==> config.mk <==
export PLATFORM = sky130hd
export DESIGN_NAME = seg7_scan_driver
export DESIGN_NICKNAME = d
export VERILOG_FILES = /design/src/rtl/seg7_scan_driver.sv
export SDC_FILE = /design/constraint.sdc
export NUM_CORES = 1
export LEC_CHECK = 0
export CAP_MARGIN = 10
export CORE_UTILIZATION = 60
export CTS_CLUSTER_DIAMETER = 60
export CTS_CLUSTER_SIZE = 24
export DETAILED_ROUTE_END_ITERATION = 8
export DONT_BUFFER_PORTS = 1
export GPL_ROUTABILITY_DRIVEN = 0
export PLACE_DENSITY = 0.84
export SKIP_CTS_REPAIR_TIMING = 1
export SLEW_MARGIN = 0
export SYNTH_ARGS = -nofsm -noshare
export SYNTH_HDL_FRONTEND = slang
export SYNTH_SLANG_ARGS = --single-unit
==> constraint.sdc <==
create_clock -name clk -period 5.6 [get_ports clk]
set_input_delay 0.56 -clock clk [delete_from_list [all_inputs] [get_ports clk]]
set_output_delay 0.56 -clock clk [all_outputs]
set_load 0.02 [all_outputs]
==> src/rtl/seg7_scan_driver.sv <==
// Time-multiplexed N-digit hex seven-segment driver: latches a hex word, scans the
// common anodes with a guard gap per slot, optional frame-synchronous update and LZ blanking.
module seg7_scan_driver #(
    parameter int N_DIGITS   = 4,
    parameter int SCAN_DIV   = 50000,
    parameter int GUARD      = 16,
    parameter int ACTIVE_LOW = 1,
    parameter int FRAME_SYNC = 1,
    localparam int IDX_W     = (N_DIGITS > 1) ? $clog2(N_DIGITS) : 1
) (
    input  logic                  clk,
    input  logic                  rst,
    input  logic [4*N_DIGITS-1:0] value,
    input  logic [N_DIGITS-1:0]   dp_in,
    input  logic [N_DIGITS-1:0]   blank_mask,
    input  logic                  load,
    input  logic                  lz_en,
    output logic [6:0]            seg,
    output logic                  dp,
    output logic [N_DIGITS-1:0]   an,
    output logic [IDX_W-1:0]      digit_idx,
    output logic                  pending
);

    localparam int CNT_W = (SCAN_DIV > 1) ? $clog2(SCAN_DIV) : 1;
    localparam logic [CNT_W-1:0]    CNT_LAST = CNT_W'(SCAN_DIV - 1);
    localparam logic [IDX_W-1:0]    IDX_LAST = IDX_W'(N_DIGITS - 1);
    // XOR masks that turn active-high internal values into pin polarity.
    localparam logic [6:0]          SEG_POL  = (ACTIVE_LOW != 0) ? 7'h7F : 7'h00;
    localparam logic                DP_POL   = (ACTIVE_LOW != 0);
    localparam logic [N_DIGITS-1:0] AN_POL   = {N_DIGITS{ACTIVE_LOW != 0}};

    logic [CNT_W-1:0]      cnt;
    logic [IDX_W-1:0]      idx;
    logic                  frame_start;
    logic                  in_guard;

    logic [4*N_DIGITS-1:0] shadow_value;
    logic [N_DIGITS-1:0]   shadow_dp;
    logic [N_DIGITS-1:0]   shadow_blank;

    logic [3:0]            nibbles [N_DIGITS];
    logic [N_DIGITS-1:0]   lz_dark;
    logic                  all_zero;
    logic                  dark;
    logic [6:0]            seg_ah;
    logic                  dp_ah;
    logic [N_DIGITS-1:0]   an_ah;

    function automatic logic [6:0] decode_hex(input logic [3:0] nib);
        case (nib)
            4'h0:    decode_hex = 7'h7E;
            4'h1:    decode_hex = 7'h30;
            4'h2:    decode_hex = 7'h6D;
            4'h3:    decode_hex = 7'h79;
            4'h4:    decode_hex = 7'h33;
            4'h5:    decode_hex = 7'h5B;
            4'h6:    decode_hex = 7'h5F;
            4'h7:    decode_hex = 7'h70;
            4'h8:    decode_hex = 7'h7F;
            4'h9:    decode_hex = 7'h7B;
            4'hA:    decode_hex = 7'h77;
            4'hB:    decode_hex = 7'h1F;
            4'hC:    decode_hex = 7'h4E;
            4'hD:    decode_hex = 7'h3D;
            4'hE:    decode_hex = 7'h4F;
            default: decode_hex = 7'h47;
        endcase
    endfunction

    // NOTE: sequential state uses non-blocking assignments so every register samples pre-edge values.
    always_ff @(posedge clk) begin
        if (rst) begin
            cnt <= '0;
            idx <= '0;
        end else if (cnt == CNT_LAST) begin
            cnt <= '0;
            idx <= (idx == IDX_LAST) ? '0 : idx + 1'b1;
        end else begin
            cnt <= cnt + 1'b1;
        end
    end

    assign frame_start = (cnt == CNT_LAST) && (idx == IDX_LAST);

    if (GUARD == 0) begin : g_no_guard
        assign in_guard = 1'b0;
    end else begin : g_guard
        assign in_guard = (cnt < CNT_W'(GUARD));
    end

    if (FRAME_SYNC != 0) begin : g_frame_sync
        logic [4*N_DIGITS-1:0] stage_value;
        logic [N_DIGITS-1:0]   stage_dp;
        logic [N_DIGITS-1:0]   stage_blank;

        // A load on the frame-start edge lands in staging; the previous staging still commits.
        always_ff @(posedge clk) begin
            if (rst) begin
                stage_value  <= '0;
                stage_dp     <= '0;
                stage_blank  <= '0;
                shadow_value <= '0;
                shadow_dp    <= '0;
                shadow_blank <= '0;
                pending      <= 1'b0;
            end else begin
                if (frame_start) begin
                    shadow_value <= stage_value;
                    shadow_dp    <= stage_dp;
                    shadow_blank <= stage_blank;
                end
                if (load) begin
                    stage_value <= value;
                    stage_dp    <= dp_in;
                    stage_blank <= blank_mask;
                    pending     <= 1'b1;
                end else if (frame_start) begin
                    pending <= 1'b0;
                end
            end
        end
    end else begin : g_direct
        always_ff @(posedge clk) begin
            if (rst) begin
                shadow_value <= '0;
                shadow_dp    <= '0;
                shadow_blank <= '0;
            end else if (load) begin
                shadow_value <= value;
                shadow_dp    <= dp_in;
                shadow_blank <= blank_mask;
            end
        end
        assign pending = 1'b0;
    end

    always_comb begin
        for (int i = 0; i < N_DIGITS; i++) begin
            nibbles[i] = shadow_value[4*i +: 4];
        end
    end

    // NOTE: every combinational output gets a default first so no latch is inferred.
    always_comb begin
        all_zero = 1'b1;
        lz_dark  = '0;
        for (int i = N_DIGITS - 1; i >= 0; i--) begin
            all_zero = all_zero & (nibbles[i] == 4'h0);
            if (i > 0) begin
                lz_dark[i] = lz_en & all_zero;
            end
        end
    end

    // Segments are also dark during the guard so nothing ghosts onto the next digit.
    always_comb begin
        an_ah  = '0;
        dark   = in_guard | shadow_blank[idx] | lz_dark[idx];
        seg_ah = dark ? 7'h00 : decode_hex(nibbles[idx]);
        dp_ah  = ~dark & shadow_dp[idx];
        if (!in_guard) begin
            an_ah[idx] = 1'b1;
        end
    end

    always_ff @(posedge clk) begin
        if (rst) begin
            seg       <= SEG_POL;
            dp        <= DP_POL;
            an        <= AN_POL;
            digit_idx <= '0;
        end else begin
            seg       <= seg_ah ^ SEG_POL;
            dp        <= dp_ah ^ DP_POL;
            an        <= an_ah ^ AN_POL;
            digit_idx <= idx;
        end
    end

endmodule

# After elaboration in Yosys (flattened, before gate mapping)
# Memory sizes are Yosys's and may differ from the RTL's.
# Index checks and enable logic that the tools add are counted.
[totals]
mem_bits_ro = 112
output_inout_bits = 15
regBits = 81
mem_count = 1
inputBits = 28
[classes]
muxes = 16
addsub = 2
n_reduce_logical = 7
n_eq_ne = 2
n_bitwise = 13
order_cmp = 4
[mem_list]
columns = ["name", "words", "width", "read_ports", "rd_clocked_by_memory_dff", "wr", "line_no", "source"]
rows = [
  ["(no name shown)", 16, 7, 1, 0, 0, "51", "case (nib)"],
]
[op_table]
columns = ["op", "count"]
rows = [
  ["$add A16 B1 Y16 const B", 1],
  ["$eq A16 B16 Y1 const B", 1],
  ["$lt A16 B5 Y1 const B", 1],
  ["$logic_not A4 Y1", 3],
  ["$mux W4", 3],
  ["$bmux W4 S2", 1],
  ["$mux W7", 1],
  ["$not A7 Y7", 1],
  ["$and A1 B1 Y1", 6],
  ["$bmux W1 S2", 3],
  ["$mux W1", 6],
  ["$not A4 Y4", 1],
  ["$ge A3 B3 Y1 const B", 1],
  ["$lt A2 B3 Y1 const B", 1],
  ["$not A2 Y3", 1],
  ["$add A2 B1 Y2 const B", 1],
  ["$demux W1 S2", 1],
  ["$eq A2 B2 Y1 const B", 1],
  ["$ge A2 B1 Y1 const B", 1],
  ["$logic_and A1 B1 Y1", 2],
  ["$mux W2", 1],
  ["$not A1 Y1", 2],
  ["$or A1 B1 Y1", 2],
  ["$reduce_bool A2 Y1", 1],
  ["$reduce_or A2 Y1", 1],
]

# Longest topological paths before layout
# Gate-level depths: netlist of run 1.
[logic_depth]
depth_word = 10
ltp_mapped = 7
ltp_nobuf = 6

# Least setup slack after synthesis of run 1
# OpenSTA, ideal clock, no wires.
[synth_path]
path_kind = "flip-flop to flip-flop"
from = "register idx[1]"
to = "register seg[6]"
arrival_time_ns = 1.822
period_less_slack_ns = 1.909
path_slack_ns = 3.691
stages_incl_launch_ff = 8
path_cell_list = "dfxtp_1 -> clkbuf_1 -> mux4_2 -> inv_1 -> ha_1 -> o22a_1 -> o21ai_0 -> o31ai_1"
[synth_between]
elab_chain_cells = 7
word_cells_on_any_way = 13
classes_between = "mux: 8; bitwise: 4; memory: 1"
[synth_rtl]
columns = ["item", "line_no", "source"]
rows = [
  ["from (decl)", "34", "logic [IDX_W-1:0] idx;"],
  ["from (signal assigned)", "78", "idx <= (idx == IDX_LAST) ? '0 : idx + 1'b1;"],
  ["$not A2 Y3 (not written as such)", "160", "seg_ah = dark ? 7'h00 : decode_hex(nibbles[idx]);"],
  ["$bmux W4 S2", "160", ""],
  ["$mux W4 (not written as such) (2 in series)", "160", ""],
  ["$mem_v2 Z16 W7", "n/a", ""],
  ["$mux W7 *", "160", ""],
  ["$not A7 Y7 (no source line) *", "n/a", ""],
  ["to (signal assigned)", "174", "seg <= seg_ah ^ SEG_POL;"],
  ["to (decl)", "18", "output logic [6:0] seg,"],
]
# Mark *: on every way between the ends. The rest lies on a longest branch, timed or not. The select of a mux whose other input is x is not followed.
# A chain may end at the register's enable or synchronous reset.

# Final worst setup path of run 1
[layout_path]
from = "register idx[0]"
to = "register seg[6]"
# The elaborated chain is that of the path after synthesis.

==> flow_metrics.env, run 1 <==
export IMPL_status="finished, final reports clean"
export IMPL_clk_insertion_delay_late_ns=0.35
export IMPL_drive_gt1_share_pct=8.455
export IMPL_layout_commonest_cell="dfxtp_1"
export IMPL_core_sq_mm=0.005507
export IMPL_final_antenna_net_count=0
export IMPL_ys_seq_elements=81
export IMPL_p_seq_share_pct=57.7
export IMPL_dieWidth_microns=77.48
export IMPL_cts_sinks=81
export IMPL_hold_class="in -> reg"
export IMPL_grt_max_degree=57
export IMPL_rrSetupSlack_ns=3.14
export IMPL_grt_overflow=0
export IMPL_synth_ff_type="dfxtp_1"
export IMPL_cp_max_fo=19
export IMPL_cp_cell_sequence="mux4_2, inv_1, ha_1, o22a_1, o21ai_0, o31ai_1"
export IMPL_synth_edf_count=0
export IMPL_vdd_drop_max_mv=0.1975
export IMPL_relSlewSlack_pct=49.68
export IMPL_max_freq_ghz=0.4070
export IMPL_area_growth_pct=5.930
export IMPL_vias=2341
export IMPL_finalHoldViolations=0
export IMPL_route_detailed_drc=0
export IMPL_p_leak_nw=1.545
export IMPL_cts_root_buffer="clkbuf_8"
export IMPL_most_common_layout_cells="81 x dfxtp_1, 78 x nor2_1, 56 x mux2i_1"
export IMPL_setup_viol=0
export IMPL_p_sw_mw=0.2287
export IMPL_viasPerCell=5.641
export IMPL_maxSlewViolCount=0
export IMPL_first_pass_iters=4
export IMPL_ys_warnings_count=0
export IMPL_path_buf_inv=1
export IMPL_pin_count=43
export IMPL_synth_distinct_cells=40
export IMPL_power_density_mw_per_mm2=285.7
export IMPL_cp_start_kind="register"
export IMPL_p_sw_share_pct=22.11
export IMPL_internal_power_mw=0.8059
export IMPL_grt_antenna_before_repair=0
export IMPL_rows=27
export IMPL_track_usage_pct=22.27
export IMPL_finalWorstSetupSlack_ns=3.143
export IMPL_dp_slack_ns=3.158
export IMPL_path_clk_slew_ns=0.08
export IMPL_grt_pass1_wl_microns=10500
export IMPL_critPathKind="reg -> reg"
export IMPL_worst_path_max_delay_cell="dfxtp_1"
export IMPL_fill_cells=437
export IMPL_synth_nets=382
export IMPL_wirelength_microns=6217
export IMPL_cts_made_buffers=9
export IMPL_hold_ws_ns=0.2647
export IMPL_rsz0062_at_grt="no"
export IMPL_finalSetupTns_ns=0
export IMPL_combPwrFrac_pct=2.1
export IMPL_cp_data_arrival_time_ns=2.73
export IMPL_crit_family="flip-flops"
export IMPL_synthCells=343
export IMPL_period_needed_ns=2.457
export IMPL_portBuffers=0
export IMPL_syn_area_sq_mm=0.003418
export IMPL_cp_slowest_stage_delay_ns=0.82
export IMPL_syn_avg_cell_area_sq_um=9.966
export IMPL_initialDrtViolationCount=144
export IMPL_pwr_share_clk_pct=40.2
export IMPL_fin_crit_sh_pct=43.88
export IMPL_routedWlPerCell_microns=14.98
export IMPL_diodes=0
export IMPL_start_util_pct=62.08
export IMPL_grt_pass1_vias=2230
export IMPL_cap_violations=0
export IMPL_clockBufferDepth=2
export IMPL_finClkSkew_ns=0.007271
export IMPL_die_area_sq_mm=0.006003
export IMPL_tightestPinTransition_ns=0.7538
export IMPL_cp_required_ns=5.87
export IMPL_h_tree_depth=3
export IMPL_nets=377
export IMPL_dp_final_hpwl_microns=4235
export IMPL_synth_seq_area_share_pct=47.44
export IMPL_cp_end_kind="register"
export IMPL_cts_tree="yes"
export IMPL_chipHeight_microns=77.48
export IMPL_async_reset_ff_share_pct=0
worst reg2reg max path, delay by kind of cell, from the launching register on:
kind | cells | cell delay [ns]
AO/OA/AOI/OAI | 3 | 0.45
adder cells (fa/ha/maj) | 1 | 0.28
buffers and inverters | 1 | 0.15
flip-flops | 1 | 0.82
multiplexers | 1 | 0.68
state kept, by name (all words and copies together), names as in the netlist, 2 cells and up:
| signal | flops |
|---|---|
| g_frame_sync.stage_value | 16 |
| cnt | 16 |
| seg | 7 |
| shadow_dp | 4 |
| shadow_value | 16 |
| g_frame_sync.stage_blank | 4 |
| digit_idx | 2 |
| idx | 2 |
| g_frame_sync.stage_dp | 4 |
| an | 4 |
| shadow_blank | 4 |
cell families after synthesis:
| logic type | share of synthesized area, % |
|---|---|
| XOR/XNOR | 4.356 |
| buffers and inverters | 3.404 |
| adder cells (fa/ha/maj) | 4.026 |
| AND/OR/NAND/NOR | 16.91 |
| AO/OA/AOI/OAI | 3.843 |
| multiplexers | 20.02 |
| flip-flops | 47.44 |
cells in the mapped netlist, types with 3 or more instances:
cell type	count	share of area, %
nand2_1	16	1.8
xnor2_1	13	3.3
nor2_1	78	8.6
o221ai_1	3	0.77
a21oi_1	3	0.44
mux4_2	4	2.6
clkbuf_1	8	0.88
xor2_1	4	1.0
buf_2	3	0.44
nor3_1	6	0.88
and3_1	3	0.55
ha_1	11	4.0
nand3_1	10	1.5
mux2_2	3	0.99
o21ai_0	3	0.44
dfxtp_1	81	47
mux2i_1	56	16
inv_1	9	0.99
routing by layer:
layer	vias to the layer above	global-route usage, %	wire length (microns)
li1	1159	-	-
met1	1124	27.84	2947
met2	48	35.58	2886
met3	10	5.412	286
met4	0	11.51	96
met5	-	0	0
final timing paths:
path                                                end                 from  cells past startpoint
worst max register to register        seg[6]$_SDFF_PP1_  idx[0]$_SDFFE_PP0P_                      6
worst min-delay path            digit_idx[0]$_SDFF_PP0_                  rst                      1
worst max-delay path                  seg[6]$_SDFF_PP1_  idx[0]$_SDFFE_PP0P_                      6
worst min register to register        cnt[0]$_SDFF_PP0_    cnt[0]$_SDFF_PP0_                      1
cell type report:
cell class	count	area (sq um)	share of cell area [%]
multi-input cells	237	1680	46.41
flip-flops and latches	81	1622	44.78
clock buffers	9	123.9	3.421
well taps	72	90.09	2.488
clock inverters	7	71.32	1.970
inverters	9	33.78	0.9330
power groups by stage:
| stage | combinational [mW] | clock, mW | sequential (mW) |
|---|---|---|---|
| CTS | 0.0220 | 0.423 | 0.597 |
| detailed placement | 0.0218 | 0 | 0.611 |
| finish | 0.0216 | 0.416 | 0.597 |
| global placement | 0.0208 | 0 | 0.610 |
| floorplan | 0.0287 | 0 | 0.608 |
| global route | 0.0243 | 0.448 | 0.599 |
through the flow:
stage	power, mW	cells	cell area (sq um)	util [%]
2_1_floorplan	0.6363	343	3418	-
3_3_place_gp	0.6308	399	3426	62.21
3_5_place_dp	0.6324	399	3426	62.21
4_1_cts	1.042	415	3621	65.76
5_1_grt	1.071	415	3621	65.76
6_report	1.035	415	3621	65.76
Note: power is estimated with default switching activity, not from simulation.
==> inputs of run 2 (changes only) <==
--- a/config.mk
+++ b/config.mk
@@ -6,13 +6,13 @@
 export NUM_CORES = 1
 export LEC_CHECK = 0
 export CAP_MARGIN = 10
-export CORE_UTILIZATION = 60
+export CORE_UTILIZATION = 56
 export CTS_CLUSTER_DIAMETER = 60
 export CTS_CLUSTER_SIZE = 24
 export DETAILED_ROUTE_END_ITERATION = 8
 export DONT_BUFFER_PORTS = 1
 export GPL_ROUTABILITY_DRIVEN = 0
-export PLACE_DENSITY = 0.84
+export PLACE_DENSITY = 0.82
 export SKIP_CTS_REPAIR_TIMING = 1
 export SLEW_MARGIN = 0
 export SYNTH_ARGS = -nofsm -noshare
==> constraint.sdc (replaced) <==
create_clock -name clk -period 2.2 [get_ports clk]
set_input_delay 0.22 -clock clk [delete_from_list [all_inputs] [get_ports clk]]
set_output_delay 0.22 -clock clk [all_outputs]
set_load 0.02 [all_outputs]
==> flow_metrics.env, run 2 (synthesis results as in run 1) <==
export IMPL_status="finished, final reports clean"
export IMPL_vias=2347
export IMPL_cts_root_buffer="clkbuf_8"
export IMPL_cp_data_arrival_time_ns=2.21
export IMPL_start_util_pct=57.73
export IMPL_tightestPinTransition_ns=0.4720
export IMPL_rows=28
export IMPL_critPathKind="reg -> reg"
export IMPL_dieWidth_microns=80.13
export IMPL_route_detailed_drc=0
export IMPL_top_regs="cnt (16), g_frame_sync.stage_value (16), shadow_value (16)"
export IMPL_cts_made_buffers=9
export IMPL_grt_overflow=0
export IMPL_first_pass_iters=4
export IMPL_die_area_sq_mm=0.006421
export IMPL_place_inst=408
export IMPL_p_total_mw=2.523
export IMPL_hold_class="in -> reg"
export IMPL_pwr_share_clk_pct=36.8
export IMPL_p_sw_share_pct=22.77
export IMPL_diodes=0
export IMPL_clockBufferDepth=2
export IMPL_h_tree_depth=3
export IMPL_pin_count=43
export IMPL_fin_cells=426
export IMPL_maxSlewViolCount=0
export IMPL_max_freq_ghz=0.5114
export IMPL_chipHeight_microns=80.13
export IMPL_most_common_layout_cells="80 x dfxtp_1, 78 x nor2_1, 56 x mux2i_1"
export IMPL_cp_required_ns=2.45
export IMPL_period_needed_ns=1.956
export IMPL_drive_gt1_share_pct=10.26
export IMPL_grt_pass1_vias=2149
export IMPL_hold_ws_ns=0.01511
export IMPL_fin_crit_sh_pct=88.89
export IMPL_p_leak_nw=1.573
export IMPL_finalHoldViolations=0
export IMPL_wirelength_microns=6079
export IMPL_cp_max_fo=6
export IMPL_internal_power_mw=1.948
export IMPL_final_antenna_net_count=0
export IMPL_vdd_drop_max_mv=0.5615
export IMPL_cts_sinks=81
export IMPL_power_density_mw_per_mm2=683.5
export IMPL_combPwrFrac_pct=3.0
export IMPL_path_clk_slew_ns=0.08
export IMPL_cp_end_kind="register"
export IMPL_core_sq_mm=0.005921
export IMPL_cp_start_kind="register"
export IMPL_layout_commonest_cell="dfxtp_1"
export IMPL_viasPerCell=5.509
export IMPL_rrSetupSlack_ns=0.24
export IMPL_finClkSkew_ns=0.008502
export IMPL_p_sw_mw=0.5744
export IMPL_grt_antenna_before_repair=0
export IMPL_cts_tree="yes"
export IMPL_clk_insertion_delay_late_ns=0.35
export IMPL_p_seq_share_pct=60.2
export IMPL_portBuffers=0
export IMPL_dp_final_hpwl_microns=4390
export IMPL_initialDrtViolationCount=147
export IMPL_grt_pass1_wl_microns=10090
export IMPL_track_usage_pct=20.99
export IMPL_grt_max_degree=57
export IMPL_rsz0062_at_grt="no"
export IMPL_nets=385
export IMPL_area_growth_pct=7.980
export IMPL_cap_violations=0
export IMPL_finalSetupTns_ns=0
export IMPL_routedWlPerCell_microns=14.27
export IMPL_setup_viol=0
export IMPL_relSlewSlack_pct=68.32
## run 2: through the flow
step / utilization (%) / setup slack, ns / instance area [sq um]
after CTS: 61.58 / 0.08644 / 3646
after detailed placement: 58.69 / 0.09124 / 3475
final: 62.34 / 0.2445 / 3691
after floorplan: - / 0.2907 / 3418
after global routing: 62.34 / 0.08659 / 3691
after global placement: 58.69 / 0.1904 / 3475
## run 2: cell type report
class | instances | area (sq um)
multi-input cells | 237 | 1687
clock inverters | 6 | 43.79
repair buffers | 8 | 82.58
flip-flops and latches | 81 | 1623
well taps | 75 | 93.84
inverters | 9 | 33.78
clock buffers | 10 | 127.6
fillers | 480 | 2230
## run 2: path summary, 6_finish.rpt
path	startpoint	endpoint	depth (start not counted)
max reg2reg	idx[0]$_SDFFE_PP0P_	seg[6]$_SDFF_PP1_	6
min reg2reg	cnt[0]$_SDFF_PP0_	cnt[0]$_SDFF_PP0_	1
max	idx[0]$_SDFFE_PP0P_	seg[6]$_SDFF_PP1_	6
min	load	pending$_SDFFE_PP0P_	2
## run 2: power groups by stage
| stage | Sequential, mW | Combinational, mW | Clock [mW] |
|---|---|---|---|
| floorplan | 1.55 | 0.0730 | 0 |
| global placement | 1.55 | 0.0540 | 0 |
| detailed placement | 1.55 | 0.0567 | 0 |
| CTS | 1.52 | 0.0573 | 0.958 |
| global route | 1.52 | 0.0864 | 1.03 |
| finish | 1.52 | 0.0766 | 0.927 |
## run 2: critical path, cell delays in order (launching register included)
cell and delay (ns):
dfxtp_2 0.40, mux4_2 0.59, inv_1 0.14, ha_1 0.27, o22a_1 0.15, o21ai_0 0.07, o31ai_1 0.23
## run 2: metal layers
layer  up-vias  GRT usage [%]  part of all wire (%)
li1       1178              -                     -
met3         9          7.500                   5.0
met4         0          9.107                   1.5
met1      1112          26.06                    46
met5         -              0                     0
met2        48          32.74                    48
==> inputs of run 3 (changes only) <==
--- a/config.mk
+++ b/config.mk
@@ -6,12 +6,14 @@
 export NUM_CORES = 1
 export LEC_CHECK = 0
 export CAP_MARGIN = 10
+export CORE_MARGIN = 1.5
 export CORE_UTILIZATION = 56
 export CTS_CLUSTER_DIAMETER = 60
 export CTS_CLUSTER_SIZE = 24
 export DETAILED_ROUTE_END_ITERATION = 8
 export DONT_BUFFER_PORTS = 1
 export GPL_ROUTABILITY_DRIVEN = 0
+export MAX_ROUTING_LAYER = met4
 export PLACE_DENSITY = 0.82
 export SKIP_CTS_REPAIR_TIMING = 1
 export SLEW_MARGIN = 0
==> flow_metrics.env, run 3 (synthesis results as in run 1) <==
export IMPL_status="finished, final reports clean"
export IMPL_viasPerCell=5.493
export IMPL_die_area_sq_mm=0.006582
export IMPL_cts_root_buffer="clkbuf_8"
export IMPL_cts_made_buffers=9
export IMPL_initialDrtViolationCount=133
export IMPL_hold_class="in -> reg"
export IMPL_area_growth_pct=9.517
export IMPL_p_total_mw=2.718
export IMPL_start_util_pct=57.73
export IMPL_dp_final_hpwl_microns=4163
export IMPL_cts_sinks=81
export IMPL_grt_max_degree=57
export IMPL_timing_rr_start="idx[0]$_SDFFE_PP0P_"
export IMPL_p_leak_nw=1.611
export IMPL_clk_insertion_delay_late_ns=0.35
export IMPL_most_common_layout_cells="80 x dfxtp_1, 78 x nor2_1, 56 x mux2i_1"
export IMPL_top_regs="cnt (16), g_frame_sync.stage_value (16), shadow_value (16)"
export IMPL_setup_viol=0
export IMPL_max_freq_ghz=0.5058
export IMPL_relSlewSlack_pct=68.50
export IMPL_crit_end="seg[6]$_SDFF_PP1_"
export IMPL_finalSetupTns_ns=0
export IMPL_power_density_mw_per_mm2=726.0
export IMPL_grt_antenna_before_repair=0
export IMPL_cp_end_kind="register"
export IMPL_cap_violations=0
export IMPL_track_usage_pct=20.99
export IMPL_core_sq_mm=0.005921
export IMPL_grt_pass1_wl_microns=10160
export IMPL_diodes=0
export IMPL_placed_area_sq_mm=0.003475
export IMPL_place_inst=408
export IMPL_rsz0062_at_grt="no"
export IMPL_route_detailed_drc=0
export IMPL_routedWlPerCell_microns=14.29
export IMPL_grt_pass1_vias=2180
export IMPL_vias=2351
export IMPL_final_antenna_net_count=0
export IMPL_clockBufferDepth=2
export IMPL_crit_path_start="idx[0]$_SDFFE_PP0P_"
export IMPL_fin_crit_sh_pct=89.87
export IMPL_vdd_drop_max_mv=0.5566
export IMPL_timing_rr_end="seg[6]$_SDFF_PP1_"
export IMPL_critPathKind="reg -> reg"
export IMPL_finClkSkew_ns=0.01440
export IMPL_rrSetupSlack_ns=0.22
export IMPL_stdcell_area_sq_mm=0.003744
export IMPL_first_pass_iters=4
export IMPL_h_tree_depth=3
export IMPL_wirelength_microns=6116
export IMPL_cp_required_ns=2.45
export IMPL_pin_count=43
export IMPL_maxSlewViolCount=0
export IMPL_layout_commonest_cell="dfxtp_1"
export IMPL_cp_max_fo=6
export IMPL_dieWidth_microns=81.13
export IMPL_nets=387
export IMPL_chipHeight_microns=81.13
export IMPL_fin_cells=428
export IMPL_cp_data_arrival_time_ns=2.23
export IMPL_grt_overflow=0
export IMPL_cp_start_kind="register"
export IMPL_cts_tree="yes"
export IMPL_path_clk_slew_ns=0.08
export IMPL_period_needed_ns=1.977
export IMPL_reg2reg_depth=6
export IMPL_drive_gt1_share_pct=10.48
export IMPL_rows=28
export IMPL_final_util_pct=63.23
export IMPL_portBuffers=0
export IMPL_tightestPinTransition_ns=0.4693
export IMPL_finalHoldViolations=0
## run 3: layer usage
metal	GRT usage [%]	wire length (microns)
met4	8.793	68
met5	-	0
met2	30.83	2884
met1	26.91	2860
met3	6.180	303
## run 3: layout make-up
cell class / instances / area [sq um]
repair buffers: 10 / 95.09
clock inverters: 5 / 60.06
inverters: 9 / 33.78
clock buffers: 11 / 151.4
well taps: 75 / 93.84
fillers: 465 / 2177
flip-flops and latches: 81 / 1623
multi-input cells: 237 / 1687
## run 3: power by group
group / switching (mW) / total, mW / internal (mW) / leakage (nW)
Combinational: 0.0369 / 0.0788 / 0.0419 / 0.846
Sequential: 0.0222 / 1.52 / 1.50 / 0.659
Clock: 0.528 / 1.12 / 0.592 / 0.106
## run 3: worst max-delay path, cell delays in order (launching register included)
cell,delay [ns]
dfxtp_2,0.40
mux4_2,0.60
inv_1,0.14
ha_1,0.28
o22a_1,0.15
o21ai_0,0.07
o31ai_1,0.24
## run 3: through the flow
| step | hold WS (ns) | worst slack (ns) |
|---|---|---|
| 3_5_place_dp | 0.2972 | 0.1275 |
| 4_1_cts | -0.07496 | 0.1164 |
| 2_1_floorplan | 0.3569 | 0.2907 |
| 6_report | 0.01346 | 0.2229 |
| 3_3_place_gp | 0.2961 | 0.1865 |
| 5_1_grt | 0.004713 | 0.07265 |
## run 3: worst min-delay path by stage
stage / from / end / slack (ns) / depth (start not counted)
after global routing: blank_mask[3] / g_frame_sync.stage_blank[3]$_SDFFE_PP0P_ / 0.005 / 2
after global placement: rst / digit_idx[0]$_SDFF_PP0_ / 0.30 / 1
after CTS: rst / shadow_value[11]$_SDFFE_PP0P_ / -0.07 / 1
after floorplan: rst / an[0]$_SDFF_PP1_ / 0.36 / 2
after detailed placement: rst / digit_idx[1]$_SDFF_PP0_ / 0.30 / 1
final: value[8] / g_frame_sync.stage_value[8]$_SDFFE_PP0P_ / 0.01 / 2
